`src/rtl/mio_arb_pkg.sv`:
```
// Shared types and constants for the two-master memory arbiter.
`timescale 1ns/1ps
package mio_arb_pkg;
    typedef enum logic [1:0] {
        S_IDLE   = 2'd0,
        S_ACCESS = 2'd1,
        S_DONE   = 2'd2
    } arb_state_t;

    localparam int M_CPU       = 0;
    localparam int M_DMA       = 1;
    localparam int MEM_LAT_DEF = 2;
endpackage

```
`src/rtl/mio_arbiter_if.sv`:
```
// Bundle of CPU, DMA and memory-side signals around the arbiter.
`timescale 1ns/1ps
interface mio_arbiter_if #(parameter int AW = 32);
    logic          cpu_req;
    logic          cpu_we;
    logic [AW-1:0] cpu_addr;
    logic [AW-1:0] cpu_wdata;
    logic [AW-1:0] cpu_rdata;
    logic          cpu_ready;
    logic          dma_req;
    logic          dma_we;
    logic [AW-1:0] dma_addr;
    logic [AW-1:0] dma_wdata;
    logic [AW-1:0] dma_rdata;
    logic          dma_ready;
    logic          mem_en;
    logic          mem_we;
    logic [AW-1:0] mem_addr;
    logic [AW-1:0] mem_wdata;
    logic [AW-1:0] mem_rdata;
    logic [1:0]    grant;

    // Arbiter side.
    modport slave (
        input  cpu_req, cpu_we, cpu_addr, cpu_wdata,
        input  dma_req, dma_we, dma_addr, dma_wdata, mem_rdata,
        output cpu_rdata, cpu_ready, dma_rdata, dma_ready,
        output mem_en, mem_we, mem_addr, mem_wdata, grant
    );

    // Requesters plus memory model side.
    modport master (
        output cpu_req, cpu_we, cpu_addr, cpu_wdata,
        output dma_req, dma_we, dma_addr, dma_wdata, mem_rdata,
        input  cpu_rdata, cpu_ready, dma_rdata, dma_ready,
        input  mem_en, mem_we, mem_addr, mem_wdata, grant
    );
endinterface

```
`src/rtl/mio_arbiter_rr_pick2.sv`:
```
// Combinational two-way round-robin picker: on a tie the master not granted last wins.
`timescale 1ns/1ps
module rr_pick2
    import mio_arb_pkg::*;
(
    input  logic [1:0] i_req,
    input  logic       i_last,
    output logic [1:0] o_grant
);
    always_comb begin
        o_grant = i_req;
        if (i_req == 2'b11) begin
            o_grant = 2'b00;
            if (i_last == 1'(M_DMA)) o_grant[M_CPU] = 1'b1;
            else                     o_grant[M_DMA] = 1'b1;
        end
    end
endmodule

```
`src/rtl/mio_arbiter.sv`:
```
// Two-master (CPU/DMA) arbiter for a single fixed-latency memory port.
`timescale 1ns/1ps
module mio_arbiter
    import mio_arb_pkg::*;
#(
    parameter int MEM_LAT = MEM_LAT_DEF,
    parameter int AW      = 32
) (
    input  logic          clk,
    input  logic          reset,
    mio_arbiter_if.slave  bus
);
    localparam logic [2:0] LAST_CNT = 3'(MEM_LAT - 1);

    arb_state_t    r_state;
    arb_state_t    w_state_next;
    logic [2:0]    r_cnt;
    logic          r_last;
    logic [1:0]    r_grant;
    logic          r_we;
    logic [AW-1:0] r_addr;
    logic [AW-1:0] r_wdata;
    logic [AW-1:0] r_cpu_rdata;
    logic [AW-1:0] r_dma_rdata;
    logic [1:0]    w_pick;
    logic          w_last_cycle;

    rr_pick2 u_pick (
        .i_req   ({bus.dma_req, bus.cpu_req}),
        .i_last  (r_last),
        .o_grant (w_pick)
    );

    assign w_last_cycle = (r_state == S_ACCESS) && (r_cnt == LAST_CNT);

    always_ff @(posedge clk or posedge reset) begin
        if (reset) r_state <= S_IDLE;
        else       r_state <= w_state_next;
    end

    always_comb begin
        w_state_next  = r_state;
        bus.mem_en    = 1'b0;
        bus.mem_we    = 1'b0;
        bus.mem_addr  = '0;
        bus.mem_wdata = '0;
        bus.cpu_ready = 1'b0;
        bus.dma_ready = 1'b0;
        bus.grant     = r_grant;
        bus.cpu_rdata = r_cpu_rdata;
        bus.dma_rdata = r_dma_rdata;
        case (r_state)
            S_IDLE: begin
                if (|w_pick) w_state_next = S_ACCESS;
            end
            S_ACCESS: begin
                bus.mem_en    = 1'b1;
                bus.mem_we    = r_we;
                bus.mem_addr  = r_addr;
                bus.mem_wdata = r_wdata;
                if (w_last_cycle) w_state_next = S_DONE;
            end
            S_DONE: begin
                bus.cpu_ready = r_grant[M_CPU];
                bus.dma_ready = r_grant[M_DMA];
                w_state_next  = S_IDLE;
            end
            default: w_state_next = S_IDLE;
        endcase
    end

    // Request fields are latched once in IDLE so the memory side sees stable values.
    always_ff @(posedge clk or posedge reset) begin
        if (reset) begin
            r_cnt       <= '0;
            r_last      <= 1'(M_DMA);
            r_grant     <= 2'b00;
            r_we        <= 1'b0;
            r_addr      <= '0;
            r_wdata     <= '0;
            r_cpu_rdata <= '0;
            r_dma_rdata <= '0;
        end else begin
            case (r_state)
                S_IDLE: begin
                    if (|w_pick) begin
                        r_grant <= w_pick;
                        r_cnt   <= '0;
                        r_we    <= w_pick[M_CPU] ? bus.cpu_we    : bus.dma_we;
                        r_addr  <= w_pick[M_CPU] ? bus.cpu_addr  : bus.dma_addr;
                        r_wdata <= w_pick[M_CPU] ? bus.cpu_wdata : bus.dma_wdata;
                    end
                end
                S_ACCESS: begin
                    if (w_last_cycle) begin
                        r_last <= r_grant[M_DMA];
                        if (!r_we) begin
                            if (r_grant[M_CPU]) r_cpu_rdata <= bus.mem_rdata;
                            else                r_dma_rdata <= bus.mem_rdata;
                        end
                    end else begin
                        r_cnt <= r_cnt + 3'd1;
                    end
                end
                S_DONE:  r_grant <= 2'b00;
                default: r_grant <= 2'b00;
            endcase
        end
    end
endmodule
```
`src/flat_wrapper.sv`:
```
// flat-port wrapper written by rule: the top's interface ports become plain ports
module mio_arbiter_flat import mio_arb_pkg::*;
#(
    parameter int MEM_LAT = MEM_LAT_DEF,
    parameter int AW      = 32
)
  (clk, reset, bus_cpu_req, bus_cpu_we, bus_cpu_addr, bus_cpu_wdata, bus_dma_req, bus_dma_we, bus_dma_addr, bus_dma_wdata, bus_mem_rdata, bus_cpu_rdata, bus_cpu_ready, bus_dma_rdata, bus_dma_ready, bus_mem_en, bus_mem_we, bus_mem_addr, bus_mem_wdata, bus_grant);
  mio_arbiter_if #(.AW(AW)) bus_i ();
  input  logic clk;
  input  logic reset;
  input wire logic [$bits(bus_i.cpu_req)-1:0] bus_cpu_req;
  input wire logic [$bits(bus_i.cpu_we)-1:0] bus_cpu_we;
  input wire logic [$bits(bus_i.cpu_addr)-1:0] bus_cpu_addr;
  input wire logic [$bits(bus_i.cpu_wdata)-1:0] bus_cpu_wdata;
  input wire logic [$bits(bus_i.dma_req)-1:0] bus_dma_req;
  input wire logic [$bits(bus_i.dma_we)-1:0] bus_dma_we;
  input wire logic [$bits(bus_i.dma_addr)-1:0] bus_dma_addr;
  input wire logic [$bits(bus_i.dma_wdata)-1:0] bus_dma_wdata;
  input wire logic [$bits(bus_i.mem_rdata)-1:0] bus_mem_rdata;
  output wire logic [$bits(bus_i.cpu_rdata)-1:0] bus_cpu_rdata;
  output wire logic [$bits(bus_i.cpu_ready)-1:0] bus_cpu_ready;
  output wire logic [$bits(bus_i.dma_rdata)-1:0] bus_dma_rdata;
  output wire logic [$bits(bus_i.dma_ready)-1:0] bus_dma_ready;
  output wire logic [$bits(bus_i.mem_en)-1:0] bus_mem_en;
  output wire logic [$bits(bus_i.mem_we)-1:0] bus_mem_we;
  output wire logic [$bits(bus_i.mem_addr)-1:0] bus_mem_addr;
  output wire logic [$bits(bus_i.mem_wdata)-1:0] bus_mem_wdata;
  output wire logic [$bits(bus_i.grant)-1:0] bus_grant;
  assign bus_i.cpu_req = bus_cpu_req;
  assign bus_i.cpu_we = bus_cpu_we;
  assign bus_i.cpu_addr = bus_cpu_addr;
  assign bus_i.cpu_wdata = bus_cpu_wdata;
  assign bus_i.dma_req = bus_dma_req;
  assign bus_i.dma_we = bus_dma_we;
  assign bus_i.dma_addr = bus_dma_addr;
  assign bus_i.dma_wdata = bus_dma_wdata;
  assign bus_i.mem_rdata = bus_mem_rdata;
  assign bus_cpu_rdata = bus_i.cpu_rdata;
  assign bus_cpu_ready = bus_i.cpu_ready;
  assign bus_dma_rdata = bus_i.dma_rdata;
  assign bus_dma_ready = bus_i.dma_ready;
  assign bus_mem_en = bus_i.mem_en;
  assign bus_mem_we = bus_i.mem_we;
  assign bus_mem_addr = bus_i.mem_addr;
  assign bus_mem_wdata = bus_i.mem_wdata;
  assign bus_grant = bus_i.grant;
  mio_arbiter #(.MEM_LAT(MEM_LAT), .AW(AW)) u_core (.clk(clk), .reset(reset), .bus(bus_i));
endmodule
```
`config.mk`:
```
export PLATFORM = sky130hd
export DESIGN_NAME = mio_arbiter_flat
export DESIGN_NICKNAME = d
export VERILOG_FILES = /design/src/rtl/mio_arb_pkg.sv /design/src/rtl/mio_arbiter_if.sv /design/src/rtl/mio_arbiter_rr_pick2.sv /design/src/rtl/mio_arbiter.sv /design/src/flat_wrapper.sv
export SDC_FILE = /design/constraint.sdc
export NUM_CORES = 1
export LEC_CHECK = 0
export CORE_AREA = 2 2 135 137
export DETAILED_ROUTE_END_ITERATION = 10
export DIE_AREA = 0 0 137 139
export GPL_TIMING_DRIVEN = 1
export PLACE_DENSITY = 0.77
export SYNTH_ARGS = -nofsm -noshare
export SYNTH_HDL_FRONTEND = slang
export SYNTH_SLANG_ARGS = --single-unit
```
`constraint.sdc`:
```
create_clock -name clk -period 4.6 [get_ports clk]
set_input_delay 0.69 -clock clk [delete_from_list [all_inputs] [get_ports clk]]
set_output_delay 0.69 -clock clk [all_outputs]
set_load 0.02 [all_outputs]
```
==> flow_summary.toml, run 1 <==
[run_status]
status = "finished, final reports clean"

[drt]
drc = 0
wl_per_cell_um = 18.5
post_drt_via_cell_ratio = 5.36
drtIter0Drc = 295
drtAntennaViolNets = 0
first_pass_iters = 4
vias = 6072
wl_mm = 20.9

[timing]
fmax_ghz = 0.291
fin_setup_tns_ns = 0
hold_violations = 0
drv_slew = 0
slew_headroom = 0.289
skew_ns = 0.00875
rsz0062_at_grt = "false"
post-route-period-util = 0.746
whs_ns = 0.501
period_needed_ns = 3.43
setup_viol = 0
worst_pin_slew_ns = 1.07

[hold_path]
holdCritStartpoint = "u_core.bus.dma_rdata[11]"
hold_end = "u_core.bus.dma_rdata[11]"
hold_depth = 1
hold_path.class = "flop to flop"

[synth]
netlist_instances = 627
synth.avg_cell_area_sq_um = 10.5
synth.distinct_cells = 29
syn_nets = 795
ys_seq_area_frac = 0.521
synth_ff_type = "dfrtp_1"
ys_ff_latch = 137
synth_top_cell_by_area = "dfrtp_1"
ys_async_sr_fraction = 1.00
yosys_warnings = 0
netlist_top_cells_area = "dfrtp_1, mux2_4, a31oi_1"
synth_top_area_frac = 0.517
synth_area_sq_mm = 0.00659
synth_edf_count = 0

[floorplanning]
core_sq_mm = 0.0177
fp-row-count = 49
die_y_um = 139
fp.dieArea_sq_mm = 0.0190
die_w_um = 137
initial_core_util = 0.373
ios = 300

[grt]
grt_pass1_wl_mm = 32.4
overflow = 0
grt_use_total = 0.216
antenna_found_initial = 1
grt_pass1_vias = 6051
use_met1 = 0.270
grt_max_degree = 76
met2_usage = 0.353
use_met3 = 0.0731
grt-busiest-layer = "met2"

[clocking]
clkTransAtPathRegs_ns = 0.06
cts_buffer_depth = 2
ctsResizeCount = 0
insertion_delay_ns = 0.41
cts_setup_buffers = 0
clockRootBuffer = "clkbuf_16"
cts_tree = "built"
cts_sinks = 137
htree_num_levels = 4
cts_hold_buf = 0
cts_buffers = 17

[layout]
fin_nets = 1058
drive_gt1_frac = 0.132
syn2layout_area_growth_pct = 56.3
fill_cells = 1532

[pwr]
power_frac_seq = 0.281
power.switching_w = 0.00306
pwr-share-comb = 0.537
peakVddDrop_uv = 372
power_density_mw_per_mm2 = 762
swShare = 0.390
internal-power_w = 0.00479
leakage_nw = 4.16
pwr-share-clk = 0.182

[worst_setup_path]
r2r-start = "u_core.r_state[0]"
worstSetupEndpointType = "output pin"
reg2reg_to = "u_core.r_addr[18]"
path_class = "flop to output pin"
rrSetupSlack_ns = 2.39
critPathLaunchType = "flop"
critical_path_arrival_ns = 2.74
crit_required_ns = 3.91
critical_path.max_fanout = 69
reg2reg_depth = 4

[placement]
numPortBuffers = 299
routabilityCongestion = 0.794
dp_hpwl_mm = 14.2

[run]
drv_cap = 0
==> critical path, cell delays in order (launching register included) <==
cell	delay, ns
dfrtp_1	0.51
and2b_2	0.85
and2_1	0.28
clkdlybuf4s50_1	0.61
==> registers in the layout (all words and copies together), names as in the netlist <==
signal                flops
u_core.r_last             1
u_core.r_we               1
u_core.r_state            2
u_core.r_addr            32
u_core.bus.cpu_rdata     32
u_core.bus.grant          2
u_core.r_cnt              3
u_core.r_wdata           32
u_core.bus.dma_rdata     32
==> logic make-up (layout without fill, tap and decap cells) <==
family / count (synthesis) / after routing / share of synthesized area
other: 0 / 1 / 0
AND/OR/NAND/NOR: 147 / 147 / 0.130
AO/OA/AOI/OAI: 206 / 206 / 0.170
multiplexers: 67 / 67 / 0.131
flip-flops: 137 / 137 / 0.521
buffers and inverters: 68 / 344 / 0.0446
adder cells (fa/ha/maj): 2 / 2 / 0.00380
==> power by group through the flow <==
stage | clock network [W] | logic, W | registers [W]
after floorplan | 0 | 0.00205 | 0.00247
after global placement | 0 | 0.00418 | 0.00220
final | 0.00143 | 0.00421 | 0.00220
after CTS | 0.00146 | 0.00425 | 0.00220
after detailed placement | 0 | 0.00424 | 0.00221
after global routing | 0.00152 | 0.00451 | 0.00228
==> stage by stage <==
stage / instances / utilization / setup WS (ns) / total power, W / area (sq um)
global route: 1132 / 0.583 / 0.989 / 0.00831 / 10300
detailed placement: 1100 / 0.548 / 1.62 / 0.00645 / 9680
global placement: 1100 / 0.548 / 1.63 / 0.00638 / 9680
finish: 1133 / 0.583 / 1.17 / 0.00785 / 10300
CTS: 1132 / 0.583 / 1.17 / 0.00792 / 10300
floorplan: 627 / - / 0.244 / 0.00452 / 6590
==> worst max-delay path by stage <==
stage / from / endpoint / slack, ns
floorplan: reset / u_core.bus.cpu_rdata[0] / 0.24
global placement: u_core.r_state[1] / bus_mem_addr[16] / 1.63
detailed placement: u_core.r_state[1] / bus_mem_addr[16] / 1.62
CTS: u_core.r_state[1] / bus_mem_addr[16] / 1.17
global route: u_core.r_state[1] / bus_mem_addr[16] / 0.99
finish: u_core.r_state[0] / bus_mem_addr[16] / 1.17
==> cell usage in the layout, fill, tap and decap left out, types with 2 or more instances in the layout <==
| master | synthesis | routed |
|---|---|---|
| o21ai_0 | 71 | 71 |
| or2_2 | 2 | 2 |
| inv_6 | 0 | 5 |
| a21oi_1 | 68 | 68 |
| clkbuf_16 | 0 | 17 |
| clkdlybuf4s50_1 | 0 | 298 |
| buf_4 | 0 | 8 |
| dfrtp_1 | 136 | 136 |
| nor2_4 | 0 | 2 |
| and3b_1 | 2 | 2 |
| inv_1 | 5 | 3 |
| mux2i_1 | 2 | 2 |
| mux2_2 | 35 | 35 |
| ha_1 | 2 | 2 |
| inv_8 | 0 | 2 |
| nand3_1 | 66 | 66 |
| clkinv_4 | 0 | 2 |
| nor2_1 | 5 | 3 |
| clkinvlp_4 | 0 | 3 |
| a31oi_1 | 65 | 65 |
| mux2_4 | 30 | 30 |
| bufinv_16 | 0 | 3 |
| and2_1 | 65 | 65 |
==> routing by layer <==
metal  vias up  part of all wire
li1       2795                 -
met1      2962              0.41
met2       283              0.48
met3        32             0.096
met4         0             0.017
met5         -                 0
==> area by class of cell <==
cell class	count	area, sq um	area share
Clock buffer	18	429	0.0417
Inverter	5	23.8	0.00231
Tap cell	229	287	0.0278
Clock inverter	14	188	0.0182
Timing Repair Buffer	307	3050	0.296
Antenna cell	1	2.50	0.000243
Sequential cell	137	3430	0.333
Multi-Input combinational cell	422	2890	0.281
==> synthesized netlist by cell type (all sizes together) (5+ instances only) <==
| library cell | n |
|---|---|
| clkbuf | 46 |
| nand3 | 66 |
| and2 | 65 |
| o21ai | 71 |
| inv | 5 |
| a31oi | 65 |
| dfrtp | 136 |
| mux2 | 65 |
| nor2 | 5 |
| buf | 17 |
| a21oi | 68 |
Note: power is estimated with default switching activity, not from simulation.
==> inputs of run 2 (changes only) <==
Clock period 4.6 ns to 2.75 ns, I/O delays scaled along.
==> run 2 against run 1 <==
Effect of this change:
- register-to-register slack worse by 1.7 ns
- via count up 0.13%
- routed wire length about the same
- first-iteration DRC count down 32%
- final cell count up 0.97%
- global-route usage about the same
- clock power up 52%
- critical path type unchanged
==> flow_summary.toml, run 2 (same netlist as run 1, synthesis figures left out) <==
[floorplanning]
core_sq_mm = 0.0177
initial_core_util = 0.373
die_w_um = 137
ios = 300
fp-row-count = 49
fp.dieArea_sq_mm = 0.0190
die_y_um = 139

[timing]
drv_slew = 0
rsz0062_at_grt = "false"
setup_viol = 0
period_needed_ns = 2.62
setup_ws_ns = 0.129
skew_ns = 0.00864
post-route-period-util = 0.953
slew_headroom = 0.580
fin_setup_tns_ns = 0
fmax_ghz = 0.382
worst_pin_slew_ns = 0.630
hold_violations = 0

[worst_setup_path]
rrSetupSlack_ns = 0.74
critPathLaunchType = "flop"
critical_path.max_fanout = 29
slowest_stage = "clkdlybuf4s50_1"
slowest_delay_ns = 0.63
critical_path_arrival_ns = 2.21
critPathTopFamily = "buffers and inverters"
worstSetupEndpointType = "output pin"
crit_required_ns = 2.34
path_class = "flop to output pin"
crit_path_cell_trace = "and2b_2 > buf_6 > and2_1 > clkdlybuf4s50_1"
path_buf_inv = 2

[drt]
wl_mm = 21.0
first_pass_iters = 6
drtAntennaViolNets = 0
wl_per_cell_um = 18.3
post_drt_via_cell_ratio = 5.31
drtIter0Drc = 202
vias = 6080
drc = 0

[pwr]
leakage_nw = 4.21
peakVddDrop_uv = 775
power_density_mw_per_mm2 = 1260

[placement]
dp.cells = 1112
dp_hpwl_mm = 14.5
dp_slack_ns = 0.448
routabilityCongestion = 0.762
numPortBuffers = 299

[clocking]
clockRootBuffer = "clkbuf_16"
cts_hold_buf = 0
cts_tree = "built"
cts_buffers = 17
cts_sinks = 137
htree_num_levels = 4
cts_buffer_depth = 2
insertion_delay_ns = 0.41
clkTransAtPathRegs_ns = 0.06

[run_status]
status = "finished, final reports clean"

[layout]
fin_nets = 1070
fill_cells = 1518
layoutNonFillerInstCount = 1144
final_common_cell = "clkdlybuf4s50_1"
final_cell_mix = "clkdlybuf4s50_1, dfrtp_1, o21ai_0"
antennaDiodeCount = 0
syn2layout_area_growth_pct = 57.9
drive_gt1_frac = 0.142
finish.utilization = 0.589

[grt]
grt_pass1_vias = 6155
grt_max_degree = 87
overflow = 0
antenna_found_initial = 0
grt_use_total = 0.216
grt_pass1_wl_mm = 32.5

[hold_path]
hold_path.class = "primary input to asynchronous set/reset pin"

[run]
drv_cap = 0
## run 2: cell count changes in the layout (fill, tap and decap cells not counted), sizes merged
| cell | delta |
|---|---|
| diode | -1 |
| clkbuf | +2 |
| clkinv | +1 |
| inv | -3 |
| clkinvlp | +2 |
| buf | +12 |
| bufinv | -2 |
## run 2: final timing paths
path / from / endpoint / depth (start not counted)
worst min-delay path: reset / u_core.r_wdata[31] / 3
max in group asynchronous: reset / u_core.r_last / 3
worst min register to register: u_core.bus.dma_rdata[31] / u_core.bus.dma_rdata[31] / 1
worst max register to register: u_core.r_cnt[0] / u_core.bus.cpu_rdata[30] / 5
worst max-delay path: u_core.r_state[1] / bus_mem_addr[14] / 4
min in group clk: u_core.bus.dma_rdata[31] / u_core.bus.dma_rdata[31] / 1
## run 2: cell type report
class                      count  area (sq um)  area share
sequential                   137          3430       0.330
timing repair buffer         319          3210       0.309
clock buffer                  20           447      0.0429
inverter                       5          22.5     0.00216
tap                          229           287      0.0275
multi-input combinational    422          2890       0.278
clock inverter                12           116      0.0112
## run 2: per-stage QoR
stage                     total power (W)  cell area, sq um  hold WS [ns]
after floorplan                   0.00756              6590         0.474
after global placement             0.0108              9830         0.487
after detailed placement           0.0109              9830         0.492
after CTS                          0.0132             10400         0.458
after global routing               0.0138             10400         0.480
final                              0.0131             10400         0.447
## run 2: metal layers
layer	track usage	vias to the layer above	routed length, um
li1	-	2814	-
met1	0.264	2952	8400
met2	0.368	285	10100
met3	0.0592	29	2000
met4	0.0705	0	424
met5	0	-	0
## run 2: worst min-delay path, cell delays in order
cell and delay, ns:
clkdlybuf4s50_1 0.44, clkinvlp_4 0.13, buf_12 0.26
## run 2: what timing repair did
item / CTS / global route
endpoints found under the setup margin: 0 / 41
endpoints found under the hold margin: 0 / 0
setup buffers: 0 / 0
gates resized for setup: 0 / 3
## run 2: power breakdown
group / internal (W) / switching, W / leakage, nW
clock network: 0.00128 / 0.000903 / 0.265
registers: 0.00306 / 0.000619 / 1.57
logic: 0.00361 / 0.00360 / 2.38
total: 0.00795 / 0.00513 / 4.21
